[src/rtl/four_func_engine.sv]
// Horner-method evaluator for four table-driven polynomials sharing one 8-bit adder and one 8x8 multiplier; busy lasts 2*NTERMS cycles.
// Optional macro FOURFUNC_SAT_EN: accumulator saturates to 8'hFF on adder carry (default build wraps).
module four_func_engine #(
  parameter int NTERMS = 4
) (
  input  logic        clk,
  input  logic        rst,
  input  logic        NbarT,
  input  logic        start,
  input  logic [1:0]  func,
  input  logic [7:0]  x,
  input  logic [7:0]  tableData,
  output logic [4:0]  addr,
  output logic        busy,
  output logic [3:0]  resultIPart,
  output logic [3:0]  resultFPart,
  input  logic [7:0]  adderinput1,
  input  logic [7:0]  adderinput2,
  input  logic [7:0]  mulinput1,
  input  logic [7:0]  mulinput2,
  output logic [8:0]  adderout,
  output logic [15:0] mulout
);

  typedef enum logic [2:0] {S_IDLE, S_LOAD, S_MUL, S_ADD, S_DONE} state_t;

  localparam logic [2:0] K_INIT = 3'(NTERMS - 1);

  state_t      r_state;
  state_t      w_next;
  logic [7:0]  r_acc;
  logic [15:0] r_prod;
  logic [2:0]  r_k;
  logic [1:0]  r_func;
  logic [7:0]  r_x;
  logic        r_busy;
  logic [3:0]  r_res_i;
  logic [3:0]  r_res_f;

  logic [7:0]  w_a;
  logic [7:0]  w_b;
  logic [7:0]  w_m1;
  logic [7:0]  w_m2;
  logic [7:0]  w_sum_f;
  logic [4:0]  w_addr;
  logic        w_unused;

  // Test mode hands the arithmetic units straight to the pins.
  assign w_a  = NbarT ? adderinput1 : r_prod[15:8];
  assign w_b  = NbarT ? adderinput2 : tableData;
  assign w_m1 = NbarT ? mulinput1   : r_acc;
  assign w_m2 = NbarT ? mulinput2   : r_x;

  assign adderout = {1'b0, w_a} + {1'b0, w_b};
  assign mulout   = {8'h00, w_m1} * {8'h00, w_m2};

`ifdef FOURFUNC_SAT_EN
  assign w_sum_f = adderout[8] ? 8'hFF : adderout[7:0];
`else
  assign w_sum_f = adderout[7:0];
`endif

  // Low product bits are below the Q4.4 accumulator resolution.
  assign w_unused = ^r_prod[7:0];

  always_ff @(posedge clk or posedge rst) begin
    if (rst) begin
      r_state <= S_IDLE;
    end else begin
      r_state <= w_next;
    end
  end

  always_comb begin
    w_next = r_state;
    if (!NbarT) begin
      case (r_state)
        S_IDLE:  w_next = start ? S_LOAD : S_IDLE;
        S_LOAD:  w_next = S_MUL;
        S_MUL:   w_next = S_ADD;
        S_ADD:   w_next = (r_k == 3'd0) ? S_DONE : S_MUL;
        S_DONE:  w_next = S_IDLE;
        default: w_next = S_IDLE;
      endcase
    end
  end

  always_comb begin
    w_addr = 5'd0;
    case (r_state)
      S_LOAD, S_ADD: w_addr = {r_func, r_k};
      default:       w_addr = 5'd0;
    endcase
  end

  always_ff @(posedge clk or posedge rst) begin
    if (rst) begin
      r_acc   <= 8'd0;
      r_prod  <= 16'd0;
      r_k     <= 3'd0;
      r_func  <= 2'd0;
      r_x     <= 8'd0;
      r_busy  <= 1'b0;
      r_res_i <= 4'd0;
      r_res_f <= 4'd0;
    end else if (!NbarT) begin
      case (r_state)
        S_IDLE: begin
          if (start) begin
            r_func <= func;
            r_x    <= x;
            r_k    <= K_INIT;
            r_busy <= 1'b1;
          end
        end
        S_LOAD: begin
          r_acc <= tableData;
          r_k   <= r_k - 3'd1;
        end
        S_MUL: begin
          r_prod <= mulout;
        end
        S_ADD: begin
          r_acc <= w_sum_f;
          if (r_k != 3'd0) begin
            r_k <= r_k - 3'd1;
          end
        end
        S_DONE: begin
          r_res_i <= r_acc[7:4];
          r_res_f <= r_acc[3:0];
          r_busy  <= 1'b0;
        end
        default: begin
          r_busy <= 1'b0;
        end
      endcase
    end
  end

  assign addr        = w_addr;
  assign busy        = r_busy;
  assign resultIPart = r_res_i;
  assign resultFPart = r_res_f;

endmodule

[config.mk]
export PLATFORM = sky130hd
export DESIGN_NAME = four_func_engine
export DESIGN_NICKNAME = d
export VERILOG_FILES = /design/src/rtl/four_func_engine.sv
export SDC_FILE = /design/constraint.sdc
export NUM_CORES = 1
export LEC_CHECK = 0
export CAP_MARGIN = 20
export CORE_ASPECT_RATIO = 1.1
export CORE_MARGIN = 1.5
export CORE_UTILIZATION = 30
export CTS_CLUSTER_SIZE = 8
export DETAILED_ROUTE_END_ITERATION = 8
export HOLD_SLACK_MARGIN = 0.05
export PLACE_DENSITY_LB_ADDON = 0.15
export SETUP_SLACK_MARGIN = 0.3
export SKIP_CTS_REPAIR_TIMING = 1
export SLEW_MARGIN = 25
export SYNTH_ARGS = -nofsm -noshare
export SYNTH_HDL_FRONTEND = slang
export SYNTH_SLANG_ARGS = --single-unit
[constraint.sdc]
create_clock -name clk -period 7.3 [get_ports clk]
set_input_delay 1.46 -clock clk [delete_from_list [all_inputs] [get_ports clk]]
set_output_delay 1.46 -clock clk [all_outputs]
set_load 0.02 [all_outputs]
==> results of run 1 <==
[worst max-delay path, delay by kind of cell]
family | cells | cell delay [ns]
buf+inv | 8 | 0.86
compound gates | 3 | 0.52
mux | 1 | 0.20
simple gates | 1 | 0.24
xor+xnor | 1 | 0.20
fa+ha+maj | 5 | 2.31
[metrics by stage]
| stage | util [%] | hold WS, ns |
|---|---|---|
| floorplan | - | 0.445 |
| finish | 46.4 | 0.504 |
| global placement | 42.9 | 0.481 |
| CTS | 44.1 | 0.507 |
| detailed placement | 42.9 | 0.490 |
| global route | 46.4 | 0.527 |
[layout make-up]
| class | instances | area [µm²] |
|---|---|---|
| clock buffers | 5 | 125 |
| clock inverters | 3 | 46.3 |
| fillers | 1405 | 7750 |
| inverters | 60 | 225 |
| multi-input cells | 354 | 3510 |
| flip-flops and latches | 41 | 1030 |
| well taps | 192 | 240 |
| repair buffers | 161 | 1520 |
[per-layer routing]
layer	vias to the layer above	wire length (µm)	global-route usage, %
met5	-	0	0
met4	0	124	3.40
met3	11	291	1.26
met2	63	6340	29.1
met1	1913	4970	17.9
li1	1876	-	-
[cells in the mapped netlist (2+ instances only)]
cell / n
inv_1: 60
nor2_1: 60
ha_1: 46
dfrtp_1: 41
mux2_2: 41
fa_1: 37
a21oi_1: 24
mux2i_1: 24
nand2_1: 21
or2_2: 14
o21ai_0: 13
xnor2_1: 11
clkbuf_1: 7
nor3_1: 6
a21o_1: 5
nor2b_1: 5
a31oi_1: 4
and2_1: 4
buf_2: 4
nand2b_1: 4
o211ai_1: 4
nand3_1: 3
xor2_1: 3
a21boi_0: 2
a22oi_1: 2
and3_1: 2
nand3b_1: 2
o21a_1: 2
o31a_1: 2
or3_1: 2
[worst min path at each step]
stage | from | to | slack [ns]
6_report | r_func[1] | r_func[1] | 0.50
5_1_grt | r_func[0] | r_func[0] | 0.53
4_1_cts | r_prod[10] | r_prod[10] | 0.51
3_5_place_dp | r_prod[8] | r_prod[8] | 0.49
3_3_place_gp | r_func[0] | r_func[0] | 0.48
2_1_floorplan | r_prod[13] | r_prod[13] | 0.44
[registers in the layout, summed over array words and instances (netlist names)]
| name | cells |
|---|---|
| r_func | 2 |
| r_k | 3 |
| r_prod | 8 |
| resultIPart | 4 |
| r_x | 8 |
| resultFPart | 4 |
| r_state | 3 |
| r_acc | 8 |
| busy | 1 |
[kinds of logic after synthesis]
group	Yosys count	synth area share, %
AND/OR/NAND/NOR	127	13.3
adder cells (fa/ha/maj)	83	29.7
buffers and inverters	72	6.37
AO/OA/AOI/OAI	65	9.02
multiplexers	65	15.8
flip-flops	41	23.1
XOR/XNOR	14	2.76
==> impl_metrics.py, run 1 <==
metrics = {
    "worst_setup_path": {
        "start_kind": "input port",
        "r2r_slack_ns": 2.64,
        "r2r_start": "r_acc[3]",
        "cpMostUsedCell": "fa_1",
        "max_stage_delay_ns": 0.55,
        "cp.arrival_ns": 5.82,
        "crit_start": "NbarT",
        "crit_path_end_kind": "primary output",
        "worstPathCellList": "buf_12, buf_12, mux2i_4, or2_4, fa_1, fa_1, inv_1, fa_1, inv_2, fa_1, inv_2, ha_4, o211ai_1, o211ai_1, buf_4, buf_6, a31oi_4, xnor2_2, buf_4",
        "rr_worst_depth": 20,
        "cp_slowest_cell": "fa_1",
        "r2r-end": "r_prod[12]",
        "cp-endpoint": "mulout[12]",
        "cp.required_ns": 5.84,
        "crit_path_max_fanout": 7,
        "criticalPathCategory": "in2out",
    },
    "sta": {
        "fmax_mhz": 137,
        "fin_ws_ns": 0.0224,
        "max_slew_margin_pct": 58.9,
        "finalCriticalPeriod_ns": 7.28,
        "maxSlewViolCount": 0,
        "hold_viol": 0,
        "worst_pin_slew_ns": 0.612,
        "fin_tns_setup_ns": 0,
        "period_share_pct": 99.7,
        "rsz0062_at_grt": "true",
        "finalSetupViolations": 0,
        "fin_skew_ns": 0.00649,
    },
    "global_routing": {
        "track_usage_pct": 14.9,
        "grt_pass1_vias": 3988,
        "grt_overflow": 0,
        "grt_max_degree": 42,
        "antenna_found_initial": 0,
        "grt_pass1_wl_um": 18600,
    },
    "synth": {
        "synthTopCellsByArea": "dfrtp_1 (23%), fa_1 (17%), ha_1 (13%)",
        "mappedNetlistArea_um2": 4440,
        "yosysSeqAreaShare_pct": 23.1,
        "yosys.area.top_type_share_pct": 23.1,
        "async_reset_ff_share_pct": 100,
        "synth_fp_nets": 604,
        "yosysTopAreaCell": "dfrtp_1",
        "synthFlopType": "dfrtp_1",
        "postSynthAreaPerCell_um2": 9.50,
        "synth_edf_count": 0,
        "synth_cell_types": 42,
        "syn_inst": 467,
        "ys_ff_latch": 41,
        "ys_warn_count": 0,
    },
    "cells_and_area": {
        "nNetsFinal": 760,
        "final_cell_mix": "clkdlybuf4s50_1 (68), buf_4 (66), nor2_1 (56)",
        "num_antenna_cells": 0,
        "fin_area_um2": 6700,
        "layout-drive-gt1-share_pct": 30.0,
        "final_common_cell": "clkdlybuf4s50_1",
        "area_delta_synth_final_pct": 50.9,
        "stdcell_count": 816,
    },
    "floorplanning": {
        "ioPinCount": 93,
        "coreArea_um2": 14400,
        "dieArea_um2": 15500,
        "die_h_um": 131,
        "fp-row-count": 46,
        "die_w_um": 119,
        "start_util_pct": 30.7,
    },
    "cts": {
        "ctsHtreeMaxLevel": 2,
        "clockRootBuffer": "clkbuf_16",
        "cts_tree": "built",
        "cts_buffers": 5,
        "path_clk_slew_ns": 0.07,
        "cts.sinks": 41,
        "cts-root-to-sink-buffers": 2,
        "clk_latency_ns": 0.29,
    },
    "place": {
        "post-place-ws_ns": -0.568,
        "portBuffers": 92,
        "placedCellCount": 795,
        "gp_congestion": 0.845,
        "place_area_um2": 6200,
        "dp_hpwl_um": 9760,
    },
    "route": {
        "vias_per_cell": 4.73,
        "vias": 3863,
        "wirelength_um": 11700,
        "final_antenna_net_count": 0,
        "wl_per_cell_um": 14.4,
        "drtIter0Drc": 73,
        "drc_errors": 0,
        "drtPass1Iterations": 4,
    },
    "worst_hold_path": {
        "min_path_cells": 1,
        "hold_path_class": "reg2reg",
    },
    "outcome": {
        "outcome": "completed",
    },
    "run": {
        "cap_viol_max_count": 0,
    },
}
Power of run 1 is not shown: default switching activity piles up to over one toggle a cycle in this logic, so the estimate is an artifact.
==> run 2, diff against run 1 <==
- SLEW_MARGIN: 25 -> not set
==> results of run 2 <==
Same layout as run 1: the final DEF is identical, and so are final timing and power.
Power of run 2 is left out for the same reason.
